[src/rtl/ex_result_buf_pkg.sv]
// rtl/ex_result_buf_pkg.sv - shared widths, state encodings and entry sizing for the EX result skid buffer
package ex_result_buf_pkg;

  localparam int DATA_WIDTH_DEF = 16;
  localparam int DEST_WIDTH_DEF = 3;

  typedef enum logic [1:0] {
    ST_EMPTY = 2'd0,
    ST_ONE   = 2'd1,
    ST_FULL  = 2'd2
  } state_t;

`ifdef RESULT_FLAGS_EN
  localparam int FLAG_W = 2;
`else
  localparam int FLAG_W = 0;
`endif

  // Packed entry layout: {result, dest, wr_en[, zero, neg]}
  function automatic int entry_width(input int dw, input int destw);
    return dw + destw + 1 + FLAG_W;
  endfunction

endpackage

[src/rtl/ex_result_buf_entry.sv]
// rtl/ex_result_buf_entry.sv - load-enabled entry register (module ex_buf_entry), async reset to zero
module ex_buf_entry #(
  parameter int W = 20
) (
  input  logic         clk,
  input  logic         rst,
  input  logic         i_load,
  input  logic [W-1:0] i_d,
  output logic [W-1:0] o_q
);

  always_ff @(posedge clk or posedge rst) begin
    if (rst) begin
      o_q <= '0;
    end else if (i_load) begin
      o_q <= i_d;
    end
  end

endmodule

[src/rtl/ex_result_buf.sv]
// rtl/ex_result_buf.sv - two-entry EX->MEM skid buffer with flush; RESULT_FLAGS_EN adds stored zero/neg flags
// in_ready depends only on registered state, so there is no out_ready->in_ready path.
module ex_result_buf
  import ex_result_buf_pkg::*;
#(
  parameter int DATA_WIDTH = DATA_WIDTH_DEF,
  parameter int DEST_WIDTH = DEST_WIDTH_DEF
) (
  input  logic                  clk,
  input  logic                  rst,
  input  logic                  in_valid,
  output logic                  in_ready,
  input  logic [DATA_WIDTH-1:0] in_result,
  input  logic [DEST_WIDTH-1:0] in_dest,
  input  logic                  in_wr_en,
  input  logic                  flush,
  output logic                  out_valid,
  input  logic                  out_ready,
  output logic [DATA_WIDTH-1:0] out_result,
  output logic [DEST_WIDTH-1:0] out_dest,
  output logic                  out_wr_en,
`ifdef RESULT_FLAGS_EN
  output logic                  out_zero,
  output logic                  out_neg,
`endif
  output logic [1:0]            occupancy
);

  localparam int EW = entry_width(DATA_WIDTH, DEST_WIDTH);

  state_t        r_state;
  state_t        w_state_nxt;
  logic          w_accept;
  logic          w_pop;
  logic          w_head_load;
  logic          w_tail_load;
  logic          w_head_from_tail;
  logic [EW-1:0] w_in_entry;
  logic [EW-1:0] w_head_d;
  logic [EW-1:0] w_head_q;
  logic [EW-1:0] w_tail_q;

  assign in_ready  = (r_state != ST_FULL);
  assign out_valid = (r_state != ST_EMPTY);
  assign occupancy = r_state;
  assign w_accept  = in_valid & in_ready;
  assign w_pop     = out_valid & out_ready;

`ifdef RESULT_FLAGS_EN
  assign w_in_entry = {in_result, in_dest, in_wr_en, (in_result == '0), in_result[DATA_WIDTH-1]};
`else
  assign w_in_entry = {in_result, in_dest, in_wr_en};
`endif

  // Flush wins over any same-cycle accept or pop and leaves entry data untouched.
  always_comb begin
    w_state_nxt      = r_state;
    w_head_load      = 1'b0;
    w_tail_load      = 1'b0;
    w_head_from_tail = 1'b0;
    if (flush) begin
      w_state_nxt = ST_EMPTY;
    end else begin
      case (r_state)
        ST_EMPTY: begin
          if (w_accept) begin
            w_head_load = 1'b1;
            w_state_nxt = ST_ONE;
          end
        end
        ST_ONE: begin
          if (w_accept && w_pop) begin
            w_head_load = 1'b1;
          end else if (w_accept) begin
            w_tail_load = 1'b1;
            w_state_nxt = ST_FULL;
          end else if (w_pop) begin
            w_state_nxt = ST_EMPTY;
          end
        end
        ST_FULL: begin
          if (w_pop) begin
            w_head_load      = 1'b1;
            w_head_from_tail = 1'b1;
            w_state_nxt      = ST_ONE;
          end
        end
        default: w_state_nxt = ST_EMPTY;
      endcase
    end
  end

  always_ff @(posedge clk or posedge rst) begin
    if (rst) begin
      r_state <= ST_EMPTY;
    end else begin
      r_state <= w_state_nxt;
    end
  end

  assign w_head_d = w_head_from_tail ? w_tail_q : w_in_entry;

  ex_buf_entry #(.W(EW)) u_head (
    .clk    (clk),
    .rst    (rst),
    .i_load (w_head_load),
    .i_d    (w_head_d),
    .o_q    (w_head_q)
  );

  ex_buf_entry #(.W(EW)) u_tail (
    .clk    (clk),
    .rst    (rst),
    .i_load (w_tail_load),
    .i_d    (w_in_entry),
    .o_q    (w_tail_q)
  );

  assign out_result = w_head_q[EW-1 -: DATA_WIDTH];
  assign out_dest   = w_head_q[EW-1-DATA_WIDTH -: DEST_WIDTH];
  assign out_wr_en  = w_head_q[FLAG_W];
`ifdef RESULT_FLAGS_EN
  assign out_zero   = w_head_q[1];
  assign out_neg    = w_head_q[0];
`endif

endmodule

[config.mk]
export PLATFORM = sky130hd
export DESIGN_NAME = ex_result_buf
export DESIGN_NICKNAME = d
export VERILOG_FILES = /design/src/rtl/ex_result_buf_pkg.sv /design/src/rtl/ex_result_buf_entry.sv /design/src/rtl/ex_result_buf.sv
export SDC_FILE = /design/constraint.sdc
export NUM_CORES = 1
export LEC_CHECK = 0
export CORE_ASPECT_RATIO = 0.7
export CORE_UTILIZATION = 53
export CTS_CLUSTER_SIZE = 25
export DETAILED_ROUTE_END_ITERATION = 7
export PLACE_DENSITY = 0.82
export REMOVE_ABC_BUFFERS = 1
export SETUP_SLACK_MARGIN = 0.5
export SYNTH_ARGS = -nofsm -noshare
export SYNTH_HDL_FRONTEND = slang
export SYNTH_HIERARCHICAL = 1
export SYNTH_SLANG_ARGS = --single-unit
export TNS_END_PERCENT = 5
[constraint.sdc]
create_clock -name clk -period 2.7 [get_ports clk]
set_input_delay 0.54 -clock clk [delete_from_list [all_inputs] [get_ports clk]]
set_output_delay 0.54 -clock clk [all_outputs]
set_load 0.03 [all_outputs]
==> flow_summary.ini <==
[job]
max-cap-violations = 0

[critical_path]
start_kind = input port
end_kind = register
cp_data_arrival_time_ps = 2300
reg2reg_depth = 5
cp.required_ps = 2880
path_cells = clkdlybuf4s50_1, nor3b_4, buf_4, mux2_2, mux2_4
cp_max_fo = 20
cpPeakStageDelay_ps = 560
worstReg2RegStart = occupancy[0]$_DFFE_PP0P_
slowest_stage = clkdlybuf4s50_1
worstSetupPathType = input port to register
setup.worst_path.start = flush
crit_end = u_head/o_q[6]$_DFFE_PP0P_
reg2reg_slack_ps = 830
rr_endpoint = u_head/o_q[6]$_DFFE_PP0P_

[finish]
fin_util_pct = 74.7
seqCellArea_um2 = 1050
final_nets = 201
filler_cell_count = 224
layout-drive-gt1-share_pct = 43.5
insertedDiodeCount = 0
area_growth_pct = 31.6
multi_input_area_um2 = 945

[min_path]
hp-class = input port to async pin

[power]
finalPower_mw = 1.93
power.density_nw_per_um2 = 712
power.leakage_nw = 1.18
vdd_ir_drop_max_v = 0.000416

[die]
start_util_pct = 56.8
core_um2 = 3630
fp.dieH_um = 54.1
die_x_um = 76.5
ios = 49
rows = 18
dieArea_um2 = 4140

[timing]
skew_ps = 8.44
max_freq_mhz = 471
worst_slew_pin_slew_ps = 849
fin_crit_sh_pct = 78.7
min_period_ps = 2120
final.setup.tns_ps = 0
hold_ws_ps = 440
rsz0062_at_grt = false
finalSetupViolations = 0
slew_viol_final = 0
slew_headroom_pct = 43.4
finalHoldViolCount = 0

[route]
vias = 1202
avgViaCountPerCell = 5.30
totalWireLength_um = 4040
drtAntennaViolNets = 0
avgRoutedWirePerCell_um = 17.8
drtPass1Iterations = 4
drc = 0
drt_iter0_markers = 50

[run_status]
outcome = finished, final reports clean

[global_route]
grt_max_degree = 21
grt_pass1_wl_um = 6760
grt_overflow = 0
first_global_vias = 1324
grt_use_total_pct = 22.5
antenna_found_initial = 0

[place]
io_buffers = 48
place_congestion = 0.872
post-dp-hpwl_um = 2720

[yosys]
synth_top_cells_by_area = dfrtp_1, mux2_4, mux2_2
synthCells = 124
synth-seq-cells = 42
yosysTopAreaCellShare_pct = 51.1
synth-simple-area-share_pct = 4.07
synth_top_family_by_area = multiplexers
yosysSeqAreaShare_pct = 51.1
synth-warning-count = 6
synth-xor-area-share_pct = 0
synth_mux_area_share_pct = 40.1
synth_cell_types = 17
synth_adder_area_share_pct = 0
synth_top_cell_by_area = dfrtp_1
avgSynthCellArea_um2 = 16.6
synth-compound-area-share_pct = 0.912
synth_area_um2 = 2060

[cts]
cts_root_buf = clkbuf_8
clk_latency_ps = 300
clockBufferDepth = 2
htreeDepth = 2
clock_sinks = 42
path_clk_slew_ps = 80
cts-buffers-inserted = 5
cts_tree = done
cell usage in the layout, fill, tap and decap left out, types with 2 or more instances in the layout:
cell type        Yosys  final
clkdlybuf4s50_1      0     46
nand2_1              2      2
buf_12               0      2
dfrtp_1             42     42
inv_1                3      3
clkbuf_8             0      5
mux2_4              40     40
mux2_2              20     20
where the power goes:
group	internal [mW]	total (mW)	switching [mW]
combinational	0.342	0.581	0.239
clock	0.276	0.489	0.213
sequential	0.772	0.858	0.0867
through the flow:
stage	setup WS, ps	std cells	area [um^2]
after floorplan	-963	118	1990
after global placement	333	219	2600
after detailed placement	270	219	2600
after CTS	533	227	2710
after global routing	534	227	2710
final	576	227	2710
sequential cells by signal, summed over array words and instances (netlist names):
name	flops
occupancy	2
u_head/o_q	20
u_tail/o_q	20
Yosys cell counts:
master,n
dfrtp_1,42
mux2_4,40
mux2_2,20
buf_6,6
inv_1,3
nand2_1,2
a211oi_1,1
a21oi_1,1
a31oi_1,1
and2b_2,1
nand2b_1,1
nand2b_4,1
nand3b_1,1
nor3b_1,1
nor3b_4,1
or2_2,1
or3_2,1
per-layer routing:
metal	up-vias	GRT usage (%)	part of all wire, %	routed length [um]
met4	0	9.62	1.6	65
met3	7	5.25	4.8	195
li1	540	-	-	-
met1	617	29.5	47	1910
met2	38	36.9	46	1870
met5	-	0	0	0
final cells by class:
type	count	area share, %
clock buffer	6	2.68
clock inverter	2	1.39
inverter	3	0.416
multi-input combinational	73	34.9
sequential	42	38.8
tap	50	2.31
timing repair buffer	51	19.5
cell families (layout without fill, tap and decap cells):
| family | count (synthesis) | after routing |
|---|---|---|
| buf+inv | 9 | 62 |
| flops | 42 | 42 |
| compound gates | 3 | 3 |
| simple gates | 10 | 10 |
| mux | 60 | 60 |
how the worst min path moves through the flow:
| stage | startpoint | end | slack, ps |
|---|---|---|---|
| after global placement | u_tail/o_q[14]$_DFFE_PP0P_ | u_tail/o_q[14]$_DFFE_PP0P_ | 490 |
| after detailed placement | u_tail/o_q[11]$_DFFE_PP0P_ | u_tail/o_q[11]$_DFFE_PP0P_ | 490 |
| after CTS | rst | occupancy[0]$_DFFE_PP0P_ | 430 |
| after global routing | rst | occupancy[1]$_DFFE_PP0P_ | 480 |
| final | rst | occupancy[1]$_DFFE_PP0P_ | 440 |
| after floorplan | rst | occupancy[0]$_DFFE_PP0P_ | 280 |
repair_timing:
| action | 4_1_cts | 5_1_grt |
|---|---|---|
| endpoints found under the setup margin | 1 | 1 |
| hold buffers | 0 | 0 |
| buffers inserted | 0 | 0 |
| gates resized for setup | 1 | 1 |
| hold endpoints to repair | 0 | 0 |
critical path: cells and delay by family:
kind	cells	cell delay (ps)
AND/OR/NAND/NOR	1	230
multiplexers	2	650
buffers and inverters	2	870
(Power assumes the default switching activity.)
